## src/rtl/elevator_ctrl_n.sv

```systemverilog
// N-floor elevator controller with latched calls, SCAN scheduling, travel and door dwell timers.
// Optional SEG7_OUT_EN adds a registered active-low 7-segment floor display on seg_out.
module elevator_ctrl_n #(
  parameter int NUM_FLOORS    = 8,
  parameter int FLOOR_W       = 3,
  parameter int TRAVEL_CYCLES = 4,
  parameter int DOOR_CYCLES   = 8,
  parameter int CNT_W         = 4
) (
  input  logic                  clk,
  input  logic                  reset,
  input  logic [NUM_FLOORS-1:0] call_req,
  input  logic                  sw_open,
  input  logic                  sw_close,
  output logic [FLOOR_W-1:0]    current_floor,
  output logic                  dir_up,
  output logic                  moving,
  output logic                  door_open,
  output logic                  door_led,
  output logic [NUM_FLOORS-1:0] pending,
  output logic [CNT_W-1:0]      door_count
`ifdef SEG7_OUT_EN
  ,
  output logic [6:0]            seg_out
`endif
);

  localparam logic [1:0] ST_IDLE   = 2'd0;
  localparam logic [1:0] ST_MOVING = 2'd1;
  localparam logic [1:0] ST_DOOR   = 2'd2;

  localparam logic [CNT_W-1:0]   DOOR_LOAD   = CNT_W'(DOOR_CYCLES - 1);
  localparam logic [CNT_W-1:0]   TRAVEL_LOAD = CNT_W'(TRAVEL_CYCLES - 1);
  localparam logic [FLOOR_W-1:0] TOP_FLOOR   = FLOOR_W'(NUM_FLOORS - 1);

  logic [1:0]            state_q, state_d;
  logic [FLOOR_W-1:0]    floor_q, floor_d;
  logic                  dir_up_q, dir_up_d;
  logic [NUM_FLOORS-1:0] pending_q, pending_d;
  logic [CNT_W-1:0]      door_count_q, door_count_d;
  logic [CNT_W-1:0]      travel_q, travel_d;

  logic [FLOOR_W-1:0]    step_floor;
  logic                  above_cur, below_cur, above_nxt, below_nxt;
  logic [NUM_FLOORS-1:0] req_mask, clr_mask;

  // Candidate next floor is clamped so the car can never leave the shaft.
  always_comb begin
    step_floor = floor_q;
    if (dir_up_q && floor_q != TOP_FLOOR) begin
      step_floor = floor_q + 1'b1;
    end else if (!dir_up_q && floor_q != '0) begin
      step_floor = floor_q - 1'b1;
    end
  end

  always_comb begin
    above_cur = 1'b0;
    below_cur = 1'b0;
    above_nxt = 1'b0;
    below_nxt = 1'b0;
    for (int i = 0; i < NUM_FLOORS; i++) begin
      if (FLOOR_W'(i) > floor_q)    above_cur = above_cur | pending_q[i];
      if (FLOOR_W'(i) < floor_q)    below_cur = below_cur | pending_q[i];
      if (FLOOR_W'(i) > step_floor) above_nxt = above_nxt | pending_q[i];
      if (FLOOR_W'(i) < step_floor) below_nxt = below_nxt | pending_q[i];
    end
  end

  always_comb begin
    state_d      = state_q;
    floor_d      = floor_q;
    dir_up_d     = dir_up_q;
    door_count_d = door_count_q;
    travel_d     = travel_q;
    req_mask     = call_req;
    clr_mask     = '0;
    case (state_q)
      ST_IDLE: begin
        if (pending_q[floor_q] || sw_open) begin
          state_d           = ST_DOOR;
          clr_mask[floor_q] = 1'b1;
          door_count_d      = DOOR_LOAD;
        end else if (|pending_q) begin
          // SCAN: keep heading the same way while work remains ahead, else turn around.
          dir_up_d = dir_up_q ? above_cur : ~below_cur;
          state_d  = ST_MOVING;
          travel_d = TRAVEL_LOAD;
        end
      end
      ST_MOVING: begin
        if (travel_q != '0) begin
          travel_d = travel_q - 1'b1;
        end else begin
          floor_d = step_floor;
          if (pending_q[step_floor]) begin
            state_d              = ST_DOOR;
            clr_mask[step_floor] = 1'b1;
            door_count_d         = DOOR_LOAD;
          end else if (dir_up_q ? above_nxt : below_nxt) begin
            travel_d = TRAVEL_LOAD;
          end else begin
            state_d = ST_IDLE;
          end
        end
      end
      ST_DOOR: begin
        // A call for the floor we are already open at just extends the dwell.
        req_mask[floor_q] = 1'b0;
        if (sw_open || call_req[floor_q]) begin
          door_count_d = DOOR_LOAD;
        end else if (door_count_q == '0) begin
          state_d = ST_IDLE;
        end else if (sw_close) begin
          door_count_d = '0;
        end else begin
          door_count_d = door_count_q - 1'b1;
        end
      end
      default: begin
        state_d = ST_IDLE;
      end
    endcase
    pending_d = (pending_q | req_mask) & ~clr_mask;
  end

  always_ff @(posedge clk or posedge reset) begin
    if (reset) begin
      state_q      <= ST_IDLE;
      floor_q      <= '0;
      dir_up_q     <= 1'b1;
      pending_q    <= '0;
      door_count_q <= '0;
      travel_q     <= '0;
    end else begin
      state_q      <= state_d;
      floor_q      <= floor_d;
      dir_up_q     <= dir_up_d;
      pending_q    <= pending_d;
      door_count_q <= door_count_d;
      travel_q     <= travel_d;
    end
  end

  assign current_floor = floor_q;
  assign dir_up        = dir_up_q;
  assign moving        = (state_q == ST_MOVING);
  assign door_open     = (state_q == ST_DOOR);
  assign door_led      = ~door_open;
  assign pending       = pending_q;
  assign door_count    = door_count_q;

`ifdef SEG7_OUT_EN
  logic [6:0] seg_q, seg_d;
  logic [3:0] hex_digit;

  // Segment order {g,f,e,d,c,b,a}, active-low.
  always_comb begin
    hex_digit = 4'(floor_q);
    seg_d     = 7'b1000000;
    case (hex_digit)
      4'h0: seg_d = 7'b1000000;
      4'h1: seg_d = 7'b1111001;
      4'h2: seg_d = 7'b0100100;
      4'h3: seg_d = 7'b0110000;
      4'h4: seg_d = 7'b0011001;
      4'h5: seg_d = 7'b0010010;
      4'h6: seg_d = 7'b0000010;
      4'h7: seg_d = 7'b1111000;
      4'h8: seg_d = 7'b0000000;
      4'h9: seg_d = 7'b0010000;
      4'hA: seg_d = 7'b0001000;
      4'hB: seg_d = 7'b0000011;
      4'hC: seg_d = 7'b1000110;
      4'hD: seg_d = 7'b0100001;
      4'hE: seg_d = 7'b0000110;
      4'hF: seg_d = 7'b0001110;
      default: seg_d = 7'b1000000;
    endcase
  end

  always_ff @(posedge clk or posedge reset) begin
    if (reset) begin
      seg_q <= 7'b1000000;
    end else begin
      seg_q <= seg_d;
    end
  end

  assign seg_out = seg_q;
`endif

endmodule
```

## config.mk

```make
export PLATFORM = sky130hd
export DESIGN_NAME = elevator_ctrl_n
export DESIGN_NICKNAME = d
export VERILOG_FILES = /design/src/rtl/elevator_ctrl_n.sv
export SDC_FILE = /design/constraint.sdc
export NUM_CORES = 1
export LEC_CHECK = 0
export CAP_MARGIN = 20
export CORE_MARGIN = 3
export CORE_UTILIZATION = 55
export CTS_BUF_LIST = sky130_fd_sc_hd__clkbuf_16
export DETAILED_ROUTE_END_ITERATION = 16
export PLACE_DENSITY_LB_ADDON = 0.1
export SLEW_MARGIN = 10
export SYNTH_ARGS = -nofsm -noshare
export SYNTH_HDL_FRONTEND = slang
export SYNTH_SLANG_ARGS = --single-unit
```

## constraint.sdc

```tcl
create_clock -name clk -period 7.5 [get_ports clk]
set_clock_uncertainty 0.05 [all_clocks]
set_input_delay 1.125 -clock clk [delete_from_list [all_inputs] [get_ports clk]]
set_output_delay 1.125 -clock clk [all_outputs]
set_load 0.05 [all_outputs]
```

# After elaboration in Yosys (flattened, before gate mapping)
# Cells that the tools add are included.
# totals
wordCells	189
register_bits	22
in_bits	12
# classes
muxes	72
n_eq_ne	15
bitwise_logic	37
n_reduce_logical	19
order_cmp	36
addsub	4
# ops
operator	count
$mux W4	11
$mux W1	39
$mux W8	4
$or A1 B1 Y1	28
$gt A3 B3 Y1 const A	8
$lt A3 B3 Y1 const A	8
$and A8 B8 Y8	2
$not A8 Y8	2
$pmux W8 S2	1
$ne A3 B3 Y1 const B	5
$reduce_and A5 Y1	3
$mux W2	7
$gt A1 B3 Y1 const A	4
$gt A2 B3 Y1 const A	4
$lt A1 B3 Y1 const A	4
$lt A2 B3 Y1 const A	4
$pmux W4 S3	1
$ne A2 B2 Y1 const B	5
$bmux W1 S3	3
$lt A3 B4 Y1 const B	2
$or A8 B8 Y8	1
$pmux W4 S2	1
$reduce_or A8 Y1	1
$sub A4 B1 Y4 const B	2
other kinds (21)	33

# Longest topological paths before layout
# Gate-level depths: netlist of run 1.
# depth
depth_word	25
mapped_depth	12
ltp_nobuf	10

# Worst setup path before layout of run 1
# No wires, ideal clock.
# synth_path
path_type	flip-flop to flip-flop
startpoint	reg floor_q[1], in the netlist current_floor[1]
endpoint	reg travel_q[1]
arrival_time_ps	3291
path_slack_ps	4034
period_less_slack_ps	3466
path_buffers	2
stages_incl_launch_ff	13
path_cell_list	dfrtp_1 -> clkbuf_1 -> inv_1 -> ha_1 -> nand2b_1 -> mux4_2 -> buf_6 -> mux2i_1 -> nand3_1 -> a41oi_2 -> o31ai_2 -> a21oi_4 -> mux2_4
# synth_via
elab_chain_cells	23
word_cells_on_any_way	64
# synth_lines
item	line	source
start: declaration	37	logic [FLOOR_W-1:0] floor_q, floor_d;
start signal: assignment	137	floor_q <= floor_d;
branches (longest 22 deep; another with $sub A3 B1 Y3)	--	
$reduce_and A5 Y1 (no source line) (*)	--	
end signal: assignment	141	travel_q <= travel_d;
end: declaration	41	logic [CNT_W-1:0] travel_q, travel_d;
# Mark *: on every way between the ends. The select of a mux whose other input is x is not followed.
# A chain may end at the register's enable or synchronous reset.

# Final worst setup path of run 1
# layout_path
startpoint	reg floor_q[0], in the netlist current_floor[0]
endpoint	reg travel_q[1]
# Same word-level chain as after synthesis.

==> flow_summary.json, run 1 <==
{
  "grt_usage_pct": 26.1,
  "cp.arrival_ns": 3.77,
  "clkSinkCount": 22,
  "ys_warn_count": 0,
  "rsz0062_at_grt": "false",
  "ir_drop_v": 0.000116,
  "critical_path.endpoint_type": "register",
  "drv_slew": 0,
  "cts_tree": "yes",
  "port_buffers": 30,
  "fin_crit_sh_pct": 49.0,
  "criticalPathCategory": "register to register",
  "holdWs_ns": 0.503,
  "cp-start-kind": "register",
  "status": "finished, final reports clean",
  "synth_seq_cells": 22,
  "clk_path_buf_depth": 2,
  "rrSetupSlack_ns": 3.82,
  "finalCriticalPeriod_ns": 3.68,
  "crit_end": "travel_q[1]$_DFFE_PP0P_",
  "cts_root_buf": "clkbuf_16",
  "fin_nets": 281,
  "drv_cap": 0,
  "cts-resized-gates": 0,
  "syn2layout_area_growth_pct": 20.1,
  "drtPass1Iterations": 5,
  "path_max_fanout": 20,
  "drive_gt1_share_pct": 8.14,
  "cp.required_ns": 7.60,
  "synthCells": 236,
  "drt_iter0_markers": 190,
  "wl_per_cell_um": 17.2,
  "timing.rr.end": "travel_q[1]$_DFFE_PP0P_",
  "worst_r2r_path_depth": 10,
  "synth_edf_count": 0,
  "tightest_slew_ns": 0.848,
  "yosysSeqAreaShare_pct": 28.3,
  "grt_first_pass_wirelength_um": 8810,
  "holdBufCountCts": 0,
  "die_x_um": 65.6,
  "setup_tns_ns": 0,
  "grt_pass1_vias": 1811,
  "slew_headroom_pct": 43.4,
  "synth_area_um2": 1950,
  "pin_count": 31,
  "antenna_found_initial": 0,
  "htreeDepth": 1,
  "core_area_um2": 3390,
  "hold_path_class": "register to register",
  "ys_types": 61,
  "setup_viol": 0,
  "yosysTopAreaCellShare_pct": 26.9,
  "postCtsSetupRepairBufs": 0,
  "syn_nets": 258,
  "avgSynthCellArea_um2": 8.27,
  "synth_area_leader_cell": "dfrtp_1",
  "hpwl_um": 3640,
  "num_rows": 21,
  "synth-main-ff-cell": "dfrtp_1",
  "antenna_cells": 0,
  "hold_viol": 0,
  "dieHeight_um": 65.6,
  "vias": 1944,
  "power_leakage_nw": 0.967,
  "place_congestion": 0.966,
  "cts.clk_slew.worst_paths_ns": 0.06,
  "routed_wl_um": 5240,
  "power_density_nw_per_um2": 202,
  "dieArea_um2": 4300,
  "cts_buffers": 3,
  "synth_async_sr_flop_share_pct": 100,
  "insertion_delay_ns": 0.26,
  "initial_core_util_pct": 57.6,
  "routed_via_density": 6.39,
  "rr_startpoint": "current_floor[0]$_DFFE_PP0P_",
  "grt_max_degree": 24,
  "synth_area_leaders": "dfrtp_1 27%, ha_1 6.4%, a21oi_1 6.2%",
  "drc_errors": 0,
  "overflow": 0,
  "timing.fmax_mhz": 272,
  "ant_nets": 0,
  "startpoint": "current_floor[0]$_DFFE_PP0P_"
}
-- final cells by class --
class                   instances  area (um2)
flip-flops and latches         22         552
fillers                       288        1050
multi-input cells             186        1270
clock buffers                   3        75.1
repair buffers                 30         300
clock inverters                 1        30.0
well taps                      46        57.6
inverters                      16        60.1
-- metal layers --
metal | share of wire [%] | wire length, um | up-vias | global-route usage (%)
met5 | 0 | 0 | - | 0
li1 | - | - | 911 | -
met4 | 1.7 | 87 | 0 | 7.51
met2 | 46 | 2430 | 108 | 41.8
met3 | 6.7 | 352 | 15 | 2.91
met1 | 45 | 2370 | 910 | 37.0
-- report_power, final --
part / total, mW / internal (mW) / switching (mW)
sequential: 0.166 / 0.136 / 0.0297
clock: 0.153 / 0.106 / 0.0472
combinational: 0.154 / 0.0628 / 0.0913
-- cells in the final DEF (no fill, tap or decap), drive strengths merged, types with 5 or more instances in the layout --
cell / netlist / layout
a21oi: 26 / 26
clkdlybuf4s50: 0 / 30
dfrtp: 21 / 21
ha: 10 / 10
inv: 16 / 16
mux2i: 6 / 6
nand2: 30 / 30
nand3: 6 / 6
nor2: 16 / 16
o21a: 5 / 5
o21ai: 17 / 17
o22ai: 6 / 6
-- flip-flops by register name (all words and copies together), names as in the netlist --
name / count
pending: 8
current_floor: 3
door_count: 4
dir_up: 1
state_q: 2
travel_q: 4
-- synth_stat cells, types with 2 or more instances --
library cell  number
nand2_1           30
a21oi_1           24
dfrtp_1           21
nor2_1            16
inv_1             15
o21ai_0           12
ha_1              10
clkbuf_1           8
mux2i_1            6
nand3_1            6
o22ai_1            6
o21a_1             5
o21ai_1            5
a31oi_1            4
nand2b_1           4
a21o_1             3
buf_6              3
nor2b_1            3
nor3_1             3
nor3b_1            3
a21bo_1            2
and2_1             2
mux4_2             2
nor4_1             2
o2bb2ai_1          2
o31ai_1            2
o32ai_1            2
or3_1              2
-- worst max-delay path, cell delays in order, from the launching register on --
cell and delay [ns]:
dfrtp_1 0.79, inv_1 0.33, ha_1 0.34, nand2b_1 0.15
mux4_2 0.60, mux2i_1 0.22, nand3_1 0.13, a41oi_2 0.29
o31ai_2 0.14, a21oi_4 0.21, mux2_4 0.31
-- worst min-delay path by stage --
stage | start | endpoint | slack [ns] | depth (start not counted)
final | travel_q[1]$_DFFE_PP0P_ | travel_q[1]$_DFFE_PP0P_ | 0.50 | 1
after global routing | travel_q[1]$_DFFE_PP0P_ | travel_q[1]$_DFFE_PP0P_ | 0.53 | 1
after CTS | travel_q[1]$_DFFE_PP0P_ | travel_q[1]$_DFFE_PP0P_ | 0.51 | 1
after detailed placement | travel_q[1]$_DFFE_PP0P_ | travel_q[1]$_DFFE_PP0P_ | 0.49 | 1
after global placement | travel_q[1]$_DFFE_PP0P_ | travel_q[1]$_DFFE_PP0P_ | 0.49 | 1
after floorplan | travel_q[1]$_DFFE_PP0P_ | travel_q[1]$_DFFE_PP0P_ | 0.46 | 1
-- through the flow --
step                area, um2  utilization [%]  instances  power (mW)  worst slack, ns
floorplan                1950                -        236       0.285             4.03
global route             2340             69.1        304       0.496             3.58
finish                   2340             69.1        304       0.473             3.82
global placement         2240             66.0        300       0.317             3.97
CTS                      2340             69.1        304       0.472             3.87
detailed placement       2240             66.0        300       0.318             3.92
-- kinds of logic after synthesis --
family	Yosys count	share of synthesized area [%]
buf+inv	28	6.73
fa+ha+maj	10	6.41
compound gates	86	31.3
mux	11	7.31
xor+xnor	1	0.449
flops	22	28.3
simple gates	78	19.6
No activity file was read; power rests on OpenSTA's default activity.
==> run 2, diff against run 1 <==
--- a/config.mk
+++ b/config.mk
@@ -7,7 +7,7 @@
 export LEC_CHECK = 0
 export CAP_MARGIN = 20
 export CORE_MARGIN = 3
-export CORE_UTILIZATION = 55
+export CORE_UTILIZATION = 49
 export CTS_BUF_LIST = sky130_fd_sc_hd__clkbuf_16
 export DETAILED_ROUTE_END_ITERATION = 16
 export PLACE_DENSITY_LB_ADDON = 0.1
==> constraint.sdc (replaced) <==
create_clock -name clk -period 3.09 [get_ports clk]
set_clock_uncertainty 0.05 [all_clocks]
set_input_delay 0.4635 -clock clk [delete_from_list [all_inputs] [get_ports clk]]
set_output_delay 0.4635 -clock clk [all_outputs]
set_load 0.05 [all_outputs]
==> run 2 against run 1 <==
Net effect: design area is 3.5% higher; clock-buffer cell count unchanged; largest cell class unchanged; total power up 140%.
==> flow_summary.json, run 2 (synthesis gave the netlist of run 1 again) <==
{
  "die_x_um": 69.1,
  "rr_startpoint": "current_floor[1]$_DFFE_PP0P_",
  "cp.required_ns": 3.19,
  "setup_tns_ns": 0,
  "fin_crit_sh_pct": 95.1,
  "finalCriticalPeriod_ns": 2.94,
  "vias": 1905,
  "cp.arrival_ns": 3.04,
  "largest_register_ffs": 8,
  "crit_chain": "inv_1, ha_4, nand2b_1, mux4_2, mux2i_1, nand3_1, a41oi_2, o31ai_2, a21oi_4, mux2_4",
  "wl_per_cell_um": 16.7,
  "insertion_delay_ns": 0.26,
  "holdWs_ns": 0.503,
  "finish.utilization_pct": 64.8,
  "syn2layout_area_growth_pct": 24.2,
  "holdPathEnd": "travel_q[1]$_DFFE_PP0P_",
  "dpl_cell_area_um2": 2320,
  "status": "finished, final reports clean",
  "crit_path_max_incr_delay_ns": 0.60,
  "cts_buffers": 3,
  "worst_r2r_path_depth": 10,
  "cp-start-kind": "register",
  "hold_path_class": "register to register",
  "routed_wl_um": 5260,
  "tightest_slew_ns": 0.870,
  "grt_usage_pct": 22.6,
  "cts_tree": "yes",
  "clk_path_buf_depth": 2,
  "drt_iter0_markers": 215,
  "postCtsSetupRepairBufs": 0,
  "drc_errors": 0,
  "overflow": 0,
  "rsz0062_at_grt": "false",
  "core_area_um2": 3740,
  "dp_slack_ns": 0.177,
  "holdBufCountCts": 0,
  "final_cell_mix": "30 x nand2_1, 30 x clkdlybuf4s50_1, 24 x a21oi_1",
  "power_density_nw_per_um2": 473,
  "htreeDepth": 1,
  "place_congestion": 0.950,
  "clkSinkCount": 22,
  "drv_cap": 0,
  "cts.clk_slew.worst_paths_ns": 0.06,
  "setup_viol": 0,
  "drtPass1Iterations": 4,
  "rrSetupSlack_ns": 0.15,
  "routed_via_density": 6.07,
  "power_leakage_nw": 1.00,
  "worst_slack_ns": 0.150,
  "num_rows": 22,
  "worstHoldStart": "travel_q[1]$_DFFE_PP0P_",
  "drive_gt1_share_pct": 12.4,
  "criticalPathCategory": "register to register",
  "grt_max_degree": 23,
  "path_max_fanout": 10,
  "antenna_cells": 0,
  "timing.rr.end": "travel_q[1]$_DFFE_PP0P_",
  "hold_viol": 0,
  "ir_drop_v": 0.000453,
  "slew_headroom_pct": 41.9,
  "final_area_um2": 2420,
  "n_fill_cell": 339,
  "drv_slew": 0,
  "dieArea_um2": 4780,
  "finalPower_mw": 1.15,
  "initial_core_util_pct": 52.1,
  "finalNonFillerCells": 314,
  "hpwl_um": 3860,
  "cts-resized-gates": 0,
  "ant_nets": 0,
  "timing.fmax_mhz": 340,
  "cp_slowest_cell": "mux4_2",
  "grt_first_pass_wirelength_um": 8890,
  "grt_pass1_vias": 1913,
  "dieHeight_um": 69.1,
  "place_inst": 310,
  "port_buffers": 30,
  "critical_path.endpoint_type": "register",
  "whs_path_depth": 1,
  "antenna_found_initial": 0,
  "fin_nets": 289,
  "cts_root_buf": "clkbuf_16",
  "pin_count": 31
}
==> run 2: changes by cell type in the layout (fill, tap and decap cells not counted) <==
| cell | before | now |
|---|---|---|
| buf_4 | 0 | 8 |
| dfrtp_1 | 21 | 19 |
| dfrtp_2 | 0 | 2 |
| clkinvlp_4 | 0 | 1 |
| ha_1 | 10 | 9 |
| ha_4 | 0 | 1 |
| inv_1 | 15 | 14 |
==> run 2: where the power goes <==
part	switching [mW]	leakage (nW)	total (mW)	internal, mW
registers	0.0677	0.235	0.398	0.330
logic	0.222	0.719	0.377	0.155
clock network	0.114	0.0511	0.371	0.258
==> run 2: layout make-up <==
cell class	count	area (um2)	share of cell area, %
clock buffer	3	75.1	3.10
tap	48	60.1	2.48
multi-input combinational	186	1280	52.8
inverter	16	63.8	2.63
sequential	22	554	22.9
timing repair buffer	38	360	14.9
clock inverter	1	30.0	1.24
==> run 2: critical path: cells and delay by family, from the launching register on <==
kind | cells | cell delay (ns)
multiplexers | 3 | 1.10
AO/OA/AOI/OAI | 3 | 0.61
flip-flops | 1 | 0.45
AND/OR/NAND/NOR | 2 | 0.28
adder cells (fa/ha/maj) | 1 | 0.19
buffers and inverters | 1 | 0.13
==> run 2: how the worst max path moves through the flow <==
| stage | start | to | depth (start not counted) |
|---|---|---|---|
| 6_report | current_floor[1]$_DFFE_PP0P_ | travel_q[1]$_DFFE_PP0P_ | 10 |
| 5_1_grt | current_floor[1]$_DFFE_PP0P_ | door_count[1]$_DFFE_PP0P_ | 9 |
| 4_1_cts | current_floor[1]$_DFFE_PP0P_ | travel_q[1]$_DFFE_PP0P_ | 10 |
| 3_5_place_dp | current_floor[1]$_DFFE_PP0P_ | travel_q[1]$_DFFE_PP0P_ | 10 |
| 3_3_place_gp | current_floor[1]$_DFFE_PP0P_ | travel_q[1]$_DFFE_PP0P_ | 9 |
| 2_1_floorplan | current_floor[0]$_DFFE_PP0P_ | travel_q[1]$_DFFE_PP0P_ | 12 |
==> run 2: layer usage <==
layer	global-route usage [%]	wire, um
met5	0	0
met2	37.8	2470
met4	9.98	88
met3	3.35	367
met1	28.8	2330
==> run 3, diff against run 2 <==
--- a/config.mk
+++ b/config.mk
@@ -7,10 +7,13 @@
 export LEC_CHECK = 0
 export CAP_MARGIN = 20
 export CORE_MARGIN = 3
-export CORE_UTILIZATION = 49
+export CORE_UTILIZATION = 55
 export CTS_BUF_LIST = sky130_fd_sc_hd__clkbuf_16
 export DETAILED_ROUTE_END_ITERATION = 16
+export DONT_BUFFER_PORTS = 1
 export PLACE_DENSITY_LB_ADDON = 0.1
+export RECOVER_POWER = 50
+export SKIP_LAST_GASP = 1
 export SLEW_MARGIN = 10
 export SYNTH_ARGS = -nofsm -noshare
 export SYNTH_HDL_FRONTEND = slang
==> run 3 against run 2 <==
Net effect: final cell count decreased by 6.4%; fmax is 0.29% higher; die area shrank 10%; critical path type unchanged; global-route usage is 4.1 points higher; non-clock buffer count fell by 18; clock-buffer cell count unchanged; flip-flop and latch count unchanged; first-iteration DRC count grew 6.5%.
==> flow_summary.json, run 3 (synthesis gave the netlist of run 1 again) <==
{
  "status": "finished, final reports clean",
  "drc_errors": 0,
  "cp.arrival_ns": 3.03,
  "hold_path_class": "input port to async pin",
  "drt_iter0_markers": 229,
  "dieHeight_um": 65.6,
  "die_x_um": 65.6,
  "dieArea_um2": 4300,
  "cts_tree": "yes",
  "drv_slew": 0,
  "cp.required_ns": 3.19,
  "ir_drop_v": 0.000395,
  "criticalPathCategory": "register to register",
  "insertion_delay_ns": 0.26,
  "clkSinkCount": 22,
  "power_density_nw_per_um2": 512,
  "crit_path_max_incr_delay_ns": 0.59,
  "vias": 1968,
  "cts_buffers": 3,
  "place_inst": 290,
  "setup_viol": 0,
  "port_buffers": 0,
  "setup_tns_ns": 0,
  "hpwl_um": 4020,
  "htreeDepth": 1,
  "cp_slowest_cell": "mux4_2",
  "clk_path_buf_depth": 2,
  "finalPower_mw": 1.13,
  "fin_crit_sh_pct": 94.9,
  "antenna_cells": 0,
  "grt_first_pass_wirelength_um": 8870,
  "holdBufCountCts": 0,
  "postCtsSetupRepairBufs": 0,
  "path_max_fanout": 10,
  "antenna_found_initial": 0,
  "grt_usage_pct": 26.7,
  "core_area_um2": 3390,
  "cts_root_buf": "clkbuf_16",
  "ant_nets": 0,
  "finish.utilization_pct": 65.0,
  "wl_per_cell_um": 18.0,
  "drtPass1Iterations": 5,
  "hold_viol": 0,
  "routed_via_density": 6.69,
  "num_rows": 21,
  "routed_wl_um": 5300,
  "final_common_cell": "nand2_1",
  "fin_nets": 271,
  "drv_cap": 0,
  "tightest_slew_ns": 0.857,
  "pin_count": 31,
  "cts.clk_slew.worst_paths_ns": 0.06,
  "overflow": 0,
  "final_cell_mix": "30 x nand2_1, 24 x a21oi_1, 19 x dfrtp_1",
  "slew_headroom_pct": 42.9,
  "cts-resized-gates": 0,
  "rsz0062_at_grt": "true",
  "finalNonFillerCells": 294,
  "drive_gt1_share_pct": 17.3,
  "largest_register_ffs": 8,
  "crit_chain": "inv_1, ha_4, nand2b_1, mux4_2, mux2i_1, nand3_1, a41oi_2, o31ai_2, a21oi_4, mux2_4",
  "cp-start-kind": "register",
  "place_congestion": 0.992,
  "finalCriticalPeriod_ns": 2.93,
  "grt_max_degree": 23,
  "timing.fmax_mhz": 341,
  "initial_core_util_pct": 57.6,
  "power_leakage_nw": 0.934,
  "critical_path.endpoint_type": "register",
  "syn2layout_area_growth_pct": 12.9,
  "grt_pass1_vias": 1864
}
==> run 3: through the flow <==
step	hold slack (ns)	area, um2	worst slack [ns]
2_1_floorplan	0.402	1990	-0.00345
3_5_place_dp	0.486	2110	0.188
6_report	0.211	2200	0.159
3_3_place_gp	0.489	2110	0.290
5_1_grt	0.291	2200	-0.00294
4_1_cts	0.248	2210	0.169
==> run 3: worst paths after layout <==
check / from / endpoint / slack [ns] / depth (start not counted)
max: current_floor[1]$_DFFE_PP0P_ / travel_q[1]$_DFFE_PP0P_ / 0.16 / 10
min: reset / state_q[0]$_DFFE_PP0P_ / 0.21 / 1
max reg2reg: current_floor[1]$_DFFE_PP0P_ / travel_q[1]$_DFFE_PP0P_ / 0.16 / 10
min reg2reg: travel_q[0]$_DFFE_PP0P_ / travel_q[0]$_DFFE_PP0P_ / 0.50 / 1
max in group asynchronous: reset / current_floor[0]$_DFFE_PP0P_ / 2.20 / 1
min in group clk: call_req[6] / pending[6]$_DFF_PP0_ / 0.33 / 2
==> run 3: routing by layer <==
| metal | part of all wire [%] | wire [um] | GRT usage [%] | up-vias |
|---|---|---|---|---|
| met5 | 0 | 0 | 0 | - |
| met1 | 41 | 2190 | 35.4 | 936 |
| met4 | 3.1 | 164 | 12.2 | 0 |
| li1 | - | - | - | 886 |
| met2 | 47 | 2500 | 42.5 | 122 |
| met3 | 8.4 | 446 | 4.44 | 24 |
==> run 3: worst max-delay path: cells and delay by family, from the launching register on <==
kind            cells  cell delay [ns]
mux                 3             1.10
buf+inv             1             0.13
flops               1             0.46
compound gates      3             0.61
simple gates        2             0.28
fa+ha+maj           1             0.20
==> run 3: report_power, final <==
group          switching [mW]  internal [mW]  leakage (nW)
Combinational           0.226          0.135         0.648
Clock                   0.116          0.258        0.0511
Sequential             0.0634          0.330         0.235
==> run 3: cell type report <==
cell class	instances	area, um2
multi-input combinational	186	1280
fill	280	1180
sequential	22	554
timing repair buffer	20	143
clock buffer	3	75.1
inverter	16	63.8
tap	46	57.6
clock inverter	1	30.0
==> patch 1 (flow settings as in run 2) <==
Register the input `sw_open` before use. The logic sees it one clock later. The other inputs are not delayed to match.
--- a/src/rtl/elevator_ctrl_n.sv
+++ b/src/rtl/elevator_ctrl_n.sv
@@ -33,4 +33,10 @@
   localparam logic [CNT_W-1:0]   TRAVEL_LOAD = CNT_W'(TRAVEL_CYCLES - 1);
   localparam logic [FLOOR_W-1:0] TOP_FLOOR   = FLOOR_W'(NUM_FLOORS - 1);
+
+  logic sw_open_q;
+
+  always_ff @(posedge clk) begin
+    sw_open_q <= sw_open;
+  end
 
   logic [1:0]            state_q, state_d;
@@ -78,5 +84,5 @@
     case (state_q)
       ST_IDLE: begin
-        if (pending_q[floor_q] || sw_open) begin
+        if (pending_q[floor_q] || sw_open_q) begin
           state_d           = ST_DOOR;
           clr_mask[floor_q] = 1'b1;
@@ -108,5 +114,5 @@
         // A call for the floor we are already open at just extends the dwell.
         req_mask[floor_q] = 1'b0;
-        if (sw_open || call_req[floor_q]) begin
+        if (sw_open_q || call_req[floor_q]) begin
           door_count_d = DOOR_LOAD;
         end else if (door_count_q == '0) begin
Formal check against the unedited RTL: not equivalent (Yosys sat finds a counterexample within 4 cycles, from zero or initial values and one cycle with reset high).
==> patch 1 against run 2 <==
- routed wire length increased by 12%
- area after synthesis increased by 3.0%
- sequential cell count increased by 1
- first-iteration DRC count is 4.7% higher
- count of clock-buffer cells in the layout is the same
- highest routed layer unchanged
- cell area is 6.4% higher
- worst setup slack worse by 19 ps
Power is not compared: it rests on default switching activity, and its combinational part moved more than twofold at a synthesized area within 25%.
==> patch 1: results (changes against run 2) <==
| Metric | Value |
|---|---|
| Min cycle time layout | 2960 ps (was 2940 ps) |
| Proportion of synthesized area in mux cells | 0.0454 (was 0.0731) |
| Met1 Wirelength | 2520 µm (was 2330 µm) |
| Overall via count from detail_route | 2118 (was 1905) |
| Gate count after technology mapping | 251 (was 236) |
| Routed length on met3 | 490 µm (was 367 µm) |
| Routed len/inst | 17.4 µm (was 16.7 µm) |
| Synth Area in Compound Gates | 0.271 (was 0.313) |
| Cell area after placement | 0.00247 mm² (was 0.00232 mm²) |
| Critical path's slowest cell | or4_4 (was mux4_2) |
| Drt first-iter violations | 225 (was 215) |
| Proportion of register bits with asynchronous set or reset after synthesis | 0.957 (was 1.00) |
| Leading cell types by count after synthesis | a21oi_1, dfrtp_1, nand2_1 (was nand2_1, a21oi_1, dfrtp_1) |
| Amount of wire on met2 after detailed routing | 2700 µm (was 2470 µm) |
| Fraction of synthesized cell area in xor and xnor cells | 0.0168 (was 0.00449) |
| Setup slack after placement | 70.2 ps (was 177 ps) |
| Non-clk buf share | 0.183 (was 0.149) |
| Relative area of clock buffers and inverters in the final design | 0.0320 (was 0.0433) |
| Comb power frac | 0.162 |
| Worst IR Drop VDD | 0.279 mV |
| Number of detailed-routing iterations run before antenna repair | 6 (was 4) |
| Final Instance Count excl. Fillers | 337 (was 314) |
| Net count after synthesis | 273 (was 258) |
| Net count, final | 312 (was 289) |
| Share of layout cells above drive strength 1 | 0.173 (was 0.124) |
| Global Route met1 Usage | 0.335 (was 0.288) |
| Total GRT Usage | 0.245 (was 0.226) |
| Grt met2 use | 0.388 (was 0.378) |
| Ranking of synthesized cells by area | dfrtp_1, a21oi_1, ha_1 (was dfrtp_1, ha_1, a21oi_1) |
| Post-synthesis share of cell area spent on full adders, half adders and majority gates | 0.0622 (was 0.0641) |
| Register share of the cell area | 0.223 (was 0.229) |
| Horizontal die dimension | 70.1 µm (was 69.1 µm) |
| # fillers | 335 (was 339) |
| Non-clk bufs | 53 (was 38) |
| Reg2reg path depth | 9 (was 10) |
| Final estimated routing congestion in global placement | 0.886 (was 0.950) |
| Status | finished clean (unchanged) |
| Endpoint arrival time on the critical path | 3070 ps (was 3040 ps) |
| Number of distinct standard cells referenced by the synthesized netlist | 70 (was 61) |
| Placed Cells incl. Taps | 333 (was 310) |
| GRT met3 Usage | 0.0302 (was 0.0335) |
| Sequential area share after synthesis | 0.284 (was 0.283) |
| Delay contributed by the slowest stage of the critical path | 520 ps (was 600 ps) |
| Clock Buffer Count | 3 (unchanged) |
| Fraction of area in multi-input gates | 0.516 (was 0.528) |
| Global-route wire length before repair | 9760 µm (was 8890 µm) |
| Slew HR | 0.421 (was 0.419) |
| Clock Sinks | 23 (was 22) |
-- patch 1: worst max-delay path, delay by kind of cell, from the launching register on --
kind                     cells  cell delay (ps)
AO/OA/AOI/OAI                3              760
XOR/XNOR                     1              220
AND/OR/NAND/NOR              3              750
multiplexers                 1              320
adder cells (fa/ha/maj)      1              260
flip-flops                   1              480
-- patch 1: final timing paths --
| check | startpoint | to | slack [ps] |
|---|---|---|---|
| worst max-delay path | current_floor[1]$_DFFE_PP0P_ | travel_q[3]$_DFFE_PP0P_ | 130 |
| worst min-delay path | travel_q[2]$_DFFE_PP0P_ | travel_q[2]$_DFFE_PP0P_ | 460 |
| max in group asynchronous | reset | current_floor[1]$_DFFE_PP0P_ | 1780 |
| worst min register to register | travel_q[2]$_DFFE_PP0P_ | travel_q[2]$_DFFE_PP0P_ | 460 |
| worst max register to register | current_floor[1]$_DFFE_PP0P_ | travel_q[3]$_DFFE_PP0P_ | 130 |
| min in group asynchronous | reset | pending[2]$_DFF_PP0_ | 630 |
==> patch 2 (settings of run 2) <==
Made on the original files. Set the parameter `CNT_W` to 6 (it was 4).
--- a/src/rtl/elevator_ctrl_n.sv
+++ b/src/rtl/elevator_ctrl_n.sv
@@ -6,5 +6,5 @@
   parameter int TRAVEL_CYCLES = 4,
   parameter int DOOR_CYCLES   = 8,
-  parameter int CNT_W         = 4
+  parameter int CNT_W         = 6
 ) (
   input  logic                  clk,
Interface: changed (resized door_count); port bits go from 31 to 33. No check against the original RTL was run, so the function may have changed too.
==> patch 2 against run 2 <==
- sequential cell count grew 4
- cell area increased by 14%
- worst hold slack got worse by 23 ps
- area after synthesis grew 9.9%
- worst setup slack worse by 85 ps
- routed wire length up 15%
- global-route usage grew 1.6 points
- critical path type unchanged
- critical endpoint unchanged
Power is not compared: it rests on default switching activity, and its combinational part moved more than twofold at a synthesized area within 25%.
==> patch 2: results (changes against run 2) <==
| Metric | Value |
|---|---|
| Reg2reg path depth | 10 (unchanged) |
| Fraction of synthesized cell area in xor and xnor cells | 0.0122 (was 0.00449) |
| Drt via density | 6.23 (was 6.07) |
| Via count of the first global-routing pass | 1961 (was 1913) |
| Non-clk bufs | 52 (was 38) |
| Proportion of total power due to net switching | 0.436 |
| Net count after synthesis | 273 (was 258) |
| Highest attainable clock frequency | 331 MHz (was 340 MHz) |
| Pin count of the biggest net entering global routing | 22 (was 23) |
| Flip-flop count of the largest register after layout | 8 (unchanged) |
| Net count, final | 314 (was 289) |
| Setup slack after placement | 20.4 ps (was 177 ps) |
| Proportion of synthesized area in mux cells | 0.0630 (was 0.0731) |
| Total area of sequential cells | 654 µm² (was 554 µm²) |
| Endpoint arrival time on the critical path | 3130 ps (was 3040 ps) |
| Status | finished clean (unchanged) |
| Worst flop-to-flop path startpoint | current_floor[0]$_DFFE_PP0P_ (was current_floor[1]$_DFFE_PP0P_) |
| Routed len/inst | 17.8 µm (was 16.7 µm) |
| Setup bufs post-CTS | 0 (unchanged) |
| Classification of the worst-slack hold path | in -> async (was reg -> reg) |
| Total GRT Usage | 0.242 (was 0.226) |
| Ranking of synthesized cells by area | dfrtp_1, ha_1, o21ai_0 (was dfrtp_1, ha_1, a21oi_1) |
| # fillers | 334 (was 339) |
| Global-route wire length before repair | 10000 µm (was 8890 µm) |
| Critical path's slowest cell | dfrtp_2 (was mux4_2) |
| Leakage | 1.05 nW |
| Share of layout cells above drive strength 1 | 0.202 (was 0.124) |
| Number of detailed-routing iterations run before antenna repair | 5 (was 4) |
| Total of hold buffers inserted after clock tree synthesis | 0 (unchanged) |
| Final estimated routing congestion in global placement | 0.880 (was 0.950) |
| Number of distinct standard cells referenced by the synthesized netlist | 56 (was 61) |
| Crit path from | current_floor[0]$_DFFE_PP0P_ (was current_floor[1]$_DFFE_PP0P_) |
| Drt first-iter violations | 177 (was 215) |
| Placed Cells incl. Taps | 333 (was 310) |
| Synth Area in Compound Gates | 0.276 (was 0.313) |
| Post-synthesis share of cell area spent on full adders, half adders and majority gates | 0.0525 (was 0.0641) |
| Non-clk buf share | 0.171 (was 0.149) |
| Post-synthesis register bit count | 26 (was 22) |
| Relative area of clock buffers and inverters in the final design | 0.0379 (was 0.0433) |
| DPL Wire Length | 4330 µm (was 3860 µm) |
| Multi-input gates | 197 (was 186) |
| Count of inverters not on the clock network in the layout | 13 (was 16) |
| Delay contributed by the slowest stage of the critical path | 480 ps (was 600 ps) |
| Aggregate routed wire length | 6070 µm (was 5260 µm) |
| Worst Tran Pin Value | 557 ps (was 870 ps) |
| Gate count after technology mapping | 252 (was 236) |
| Cell area after placement | 0.00261 mm² (was 0.00232 mm²) |
| Register share of the cell area | 0.236 (was 0.229) |
| Worst reg2reg setup slack | 70 ps (was 150 ps) |
| Leading cell types by count after synthesis | dfrtp_1, nor2_1, o21ai_0 (was nand2_1, a21oi_1, dfrtp_1) |
| Hold_ws | 480 ps (was 503 ps) |
| Fraction of area in multi-input gates | 0.511 (was 0.528) |
| Sequential area share after synthesis | 0.304 (was 0.283) |
| Port buffer count | 32 (was 30) |
==> patch 2: changes by cell type after synthesis, moves of 5 or more <==
| cell | run 2 | this run |
|---|---|---|
| o221a_2 | 0 | 7 |
| o22ai_1 | 6 | 1 |
| a21oi_1 | 24 | 13 |
| nor2b_1 | 3 | 8 |
| nor3_1 | 3 | 9 |
| nand2_1 | 30 | 16 |
| nor2_1 | 16 | 22 |
| o21ai_0 | 12 | 21 |
==> patch 2: worst max-delay path, delay by kind of cell (launching register included) <==
kind / cells / cell delay [ps]
buffers and inverters: 1 / 70
AND/OR/NAND/NOR: 4 / 910
multiplexers: 2 / 630
adder cells (fa/ha/maj): 1 / 140
AO/OA/AOI/OAI: 2 / 630
flip-flops: 1 / 480
==> patch 2: layer usage <==
metal / part of all wire / GRT usage
met5: 0 / 0
met4: 0.013 / 0.0585
met3: 0.068 / 0.0305
met2: 0.46 / 0.356
met1: 0.46 / 0.376
